## src/rtl/core_boot_controller.sv

```systemverilog
// Boot/run controller for a RISC-V core: streams a program image into instruction memory,
// releases the core with a start pulse, then times the run until the done PC or a timeout.
module core_boot_controller #(
  parameter int          ADDRESS_BITS   = 20,
  parameter int          DATA_WIDTH     = 32,
  parameter logic [31:0] DONE_PC        = 32'h000000b0,
  parameter int unsigned TIMEOUT_CYCLES = 0
) (
  input  logic                    clock,
  input  logic                    reset,
  input  logic                    i_load_valid,
  output logic                    o_load_ready,
  input  logic [DATA_WIDTH-1:0]   i_load_data,
  input  logic                    i_load_last,
  input  logic [ADDRESS_BITS-1:0] i_boot_address,
  output logic                    o_mem_write,
  output logic [ADDRESS_BITS-1:0] o_mem_address,
  output logic [DATA_WIDTH-1:0]   o_mem_data,
  output logic                    o_core_reset,
  output logic                    o_core_start,
  output logic [ADDRESS_BITS-1:0] o_core_prog_address,
  input  logic [31:0]             i_core_pc,
  output logic                    o_done,
  output logic                    o_timeout,
  output logic [31:0]             o_cycle_count
);

  typedef enum logic [1:0] {S_LOAD, S_START, S_RUN, S_DONE} state_t;

  localparam logic [31:0] TIMEOUT_VAL = 32'(TIMEOUT_CYCLES);

  state_t                  r_state, w_next;
  logic [ADDRESS_BITS-1:0] r_word_cnt;
  logic [ADDRESS_BITS-1:0] r_prog_address;
  logic [31:0]             r_cycle_count;
  logic                    r_done, r_timeout;
  logic                    w_accept, w_pc_hit, w_to_hit;

  always_ff @(posedge clock) begin
    if (reset) r_state <= S_LOAD;
    else       r_state <= w_next;
  end

  always_comb begin
    w_next   = r_state;
    w_accept = 1'b0;
    w_pc_hit = 1'b0;
    w_to_hit = 1'b0;
    case (r_state)
      S_LOAD: begin
        w_accept = i_load_valid & ~reset;
        if (w_accept && i_load_last) w_next = S_START;
      end
      S_START: w_next = S_RUN;
      S_RUN: begin
        w_pc_hit = (i_core_pc == DONE_PC);
        w_to_hit = (TIMEOUT_VAL != 32'd0) && (r_cycle_count == TIMEOUT_VAL);
        if (w_pc_hit || w_to_hit) w_next = S_DONE;
      end
      default: w_next = S_DONE;
    endcase
  end

  // The count is frozen at the value it shows in the terminating RUN cycle.
  always_ff @(posedge clock) begin
    if (reset) begin
      r_word_cnt     <= '0;
      r_prog_address <= '0;
      r_cycle_count  <= '0;
      r_done         <= 1'b0;
      r_timeout      <= 1'b0;
    end else begin
      if (w_accept) r_word_cnt <= r_word_cnt + ADDRESS_BITS'(1);
      if (w_accept && i_load_last) r_prog_address <= i_boot_address;
      if (r_state == S_START) r_cycle_count <= r_cycle_count + 32'd1;
      if (r_state == S_RUN) begin
        if (w_pc_hit || w_to_hit) begin
          r_done    <= 1'b1;
          r_timeout <= w_to_hit & ~w_pc_hit;
        end else if (r_cycle_count != 32'hFFFF_FFFF) begin
          r_cycle_count <= r_cycle_count + 32'd1;
        end
      end
    end
  end

  assign o_load_ready        = (r_state == S_LOAD) & ~reset;
  assign o_mem_write         = w_accept;
  assign o_mem_address       = r_word_cnt;
  assign o_mem_data          = i_load_data;
  assign o_core_reset        = reset | ~((r_state == S_START) | (r_state == S_RUN));
  assign o_core_start        = (r_state == S_START) & ~reset;
  assign o_core_prog_address = r_prog_address;
  assign o_done              = r_done;
  assign o_timeout           = r_timeout;
  assign o_cycle_count       = r_cycle_count;

endmodule

```

## config.mk

```make
export PLATFORM = sky130hd
export DESIGN_NAME = core_boot_controller
export DESIGN_NICKNAME = d
export VERILOG_FILES = /design/src/rtl/core_boot_controller.sv
export SDC_FILE = /design/constraint.sdc
export NUM_CORES = 1
export LEC_CHECK = 0
export CORE_ASPECT_RATIO = 0.6
export CORE_MARGIN = 10
export CORE_UTILIZATION = 40
export CTS_BUF_LIST = sky130_fd_sc_hd__clkbuf_8
export DETAILED_ROUTE_END_ITERATION = 8
export PLACE_DENSITY = 0.91
export SYNTH_ARGS = -nofsm -noshare
export SYNTH_HDL_FRONTEND = slang
export SYNTH_SLANG_ARGS = --single-unit
```

## constraint.sdc

```tcl
create_clock -name clock -period 2.3 [get_ports clock]
set_input_delay 0.345 -clock clock [delete_from_list [all_inputs] [get_ports clock]]
set_output_delay 0.345 -clock clock [all_outputs]
set_load 0.01 [all_outputs]
```

==> flow_summary.toml <==
[clocking]
clockBufferDepth = 2
postCtsResizedCells = 3
cts_tree = "yes"
cts-hold-fix-buffers = 0
clock-sinks = 75
htree_levels = 3
cts_root_buf = "clkbuf_8"
cts.clk_slew.worst_paths_ns = 0.09
cts_buffers = 9
clk_latency_ns = 0.35
cts_setup_buffers = 0

[critical_path]
arrival_ns = 1.85
crit_end = "o_load_ready"
critical_path_class = "reg -> out"
cp_max_fo = 4
end_kind = "output pin"
cp_data_required_time_ns = 1.96
slowest_stage = "clkdlybuf4s50_1"
critPathLaunch = "r_state[0]"
cp_slowest_stage_delay_ns = 0.58
rr_startpoint = "r_state[0]"
r2r_slack_ns = 0.20
setup.worst_path.start_class = "register"
r2r_end = "o_mem_address[18]"
rr_worst_depth = 8
path_cells = "inv_1, ha_4, nor2b_1, clkdlybuf4s50_1"

[yosys]
avgSynthCellArea_um2 = 8.25
ys.warnings.count = 0
synth_nets = 556
synthCells = 461
seq_area_frac_synth_pct = 39.5
ys.flop_type = "dfxtp_1"
synth_seq_cells = 75
ys_async_sr_fraction_pct = 0
yosysUniqueCellTypes = 54
synth_edf_count = 0
netlist_area_mm2 = 0.00380

[floorplanning]
die_x_um = 146
coreArea_mm2 = 0.00922
fp.dieH_um = 95.5
start_util_pct = 41.2
io_pins = 198
num_rows = 27
dieArea_mm2 = 0.0139

[timing]
fin_crit_sh_pct = 95.4
whs_ns = 0.264
hold_violations = 0
finalMaxSlewViolations = 0
finClkSkew_ns = 0.00987
rsz0062_at_grt = "false"
period_needed_ns = 2.19
fin_ws_ns = 0.105
max_freq_mhz = 456
setup_viol = 0

[cells_and_area]
area.growth.synth_to_final_pct = 41.0
drive_gt1_share_pct = 11.1
regArea_mm2 = 0.00150
fill_cells = 818
multi_input_area_mm2 = 0.00195
final_cell_area_mm2 = 0.00536
nets = 675
antenna_cells = 0

[placement]
io_buffers = 132
place.gp.congestion = 0.908
post-dp-hpwl_um = 8970
placed_cell_area_mm2 = 0.00515
dp_slack_ns = -0.115

[global_routing]
grt_max_degree = 45
grt-ovfl-total = 0
antenna_found_initial = 0
grt_pass1_vias = 3746
grt_usage_pct = 15.9
grt_pass1_wl_um = 18500

[run]
maxCapViolCount = 0

[pwr]
power.total_uw = 3290
vdd_ir_drop_max_uv = 458
powerDensity_mw_per_mm2 = 614
leakage_uw = 0.00182

[min_path]
hp-class = "in -> reg"

[drt]
first_pass_iters = 4
antenna_left = 0
drc_errors = 0
wirelength_um = 11300
num_vias = 3725
via_per_inst = 5.21
wire_per_inst_um = 15.8
drt_iter0_drc = 211

[run_status]
outcome = "finished, final reports clean"
synth_stat cells, drive strengths merged (2+ instances only):
master / number / area (um2)
nor3: 5 / 35.0
inv: 8 / 30.0
a211oi: 2 / 15.0
or3: 15 / 93.8
or2: 2 / 15.0
xnor2: 6 / 52.6
and3: 5 / 31.3
or4: 7 / 53.8
nand4: 16 / 106
o21ai: 15 / 78.8
nor2b: 8 / 50.1
nand3b: 3 / 22.5
nand2: 66 / 248
dfxtp: 75 / 1500
nand3: 18 / 103
xor2: 15 / 131
ha: 7 / 87.6
nor4b: 2 / 17.5
and4: 3 / 28.8
nand2b: 3 / 18.8
buf: 36 / 272
clkbuf: 13 / 62.6
o31ai: 7 / 52.6
nor2: 46 / 173
nor4: 9 / 68.8
mux2: 6 / 67.6
a31oi: 2 / 12.5
a21oi: 48 / 244
per-layer routing:
layer	wire length, um	part of all wire (%)	global-route usage (%)
met1	4510	40	18.7
met2	5620	50	26.6
met3	1070	9.5	7.28
met4	67	0.59	3.35
met5	0	0	0
metrics by stage:
stage,setup TNS (ns),cells,util [%]
after floorplan,0,461,-
after global placement,-0.141,699,55.8
after detailed placement,-0.740,699,55.8
after CTS,0,715,58.1
after global routing,0,715,58.1
final,0,715,58.1
cell families (layout without fill, tap and decap cells):
family	count (synthesis)	in the layout	share of synthesized area, %
XOR/XNOR	21	21	4.84
AO/OA/AOI/OAI	80	80	12.0
flip-flops	75	75	39.5
adder cells (fa/ha/maj)	7	7	2.30
AND/OR/NAND/NOR	213	213	29.7
buffers and inverters	57	181	9.58
other	1	1	0.0987
multiplexers	7	7	2.04
placed cells by master (no fill, tap or decap), drive strengths merged, types with 4 or more instances in the layout:
| cell | n |
|---|---|
| xor2 | 15 |
| clkdlybuf4s50 | 130 |
| nor2 | 46 |
| inv | 9 |
| or3 | 15 |
| nor3 | 5 |
| clkinvlp | 4 |
| buf | 26 |
| or4 | 7 |
| nand4 | 16 |
| mux2 | 6 |
| nand3 | 18 |
| nand2 | 66 |
| a21oi | 48 |
| nor2b | 8 |
| clkbuf | 9 |
| o21ai | 15 |
| nor4 | 9 |
| and3 | 5 |
| dfxtp | 75 |
| o31ai | 7 |
| ha | 7 |
| xnor2 | 6 |
layout make-up:
type	instances	share of cell area, %
multi-input cells	329	36.4
repair buffers	157	28.3
flip-flops and latches	75	28.0
well taps	130	3.03
clock buffers	9	2.31
clock inverters	7	1.45
inverters	8	0.560
sequential cells by signal, summed over array words and instances, names as in the netlist:
register,flops
o_cycle_count,32
o_core_prog_address,20
o_mem_address,20
r_state,2
o_done,1
critical path: cells and delay by family, from the launching register on:
| kind | cells | cell delay (ns) |
|---|---|---|
| buffers and inverters | 2 | 0.74 |
| flip-flops | 1 | 0.35 |
| AND/OR/NAND/NOR | 1 | 0.21 |
| adder cells (fa/ha/maj) | 1 | 0.20 |
report_power, final:
part	internal (uW)	leakage, uW	switching (uW)	total, uW
logic	434	0.00113	419	853
registers	1350	0.000606	50.5	1410
clock network	506	0.0000881	526	1030
how the worst min path moves through the flow:
stage                                  startpoint                       to  depth (start not counted)  slack, ns
final                                       reset         o_mem_address[3]                          2       0.26
after CTS                                   reset   o_core_prog_address[3]                          2       0.25
after floorplan            o_core_prog_address[0]   o_core_prog_address[0]                          2       0.48
after global placement    o_core_prog_address[17]  o_core_prog_address[17]                          2       0.44
after global routing                        reset   o_core_prog_address[3]                          2       0.26
after detailed placement  o_core_prog_address[14]  o_core_prog_address[14]                          2       0.45
Power figures use the tool's default switching activity.
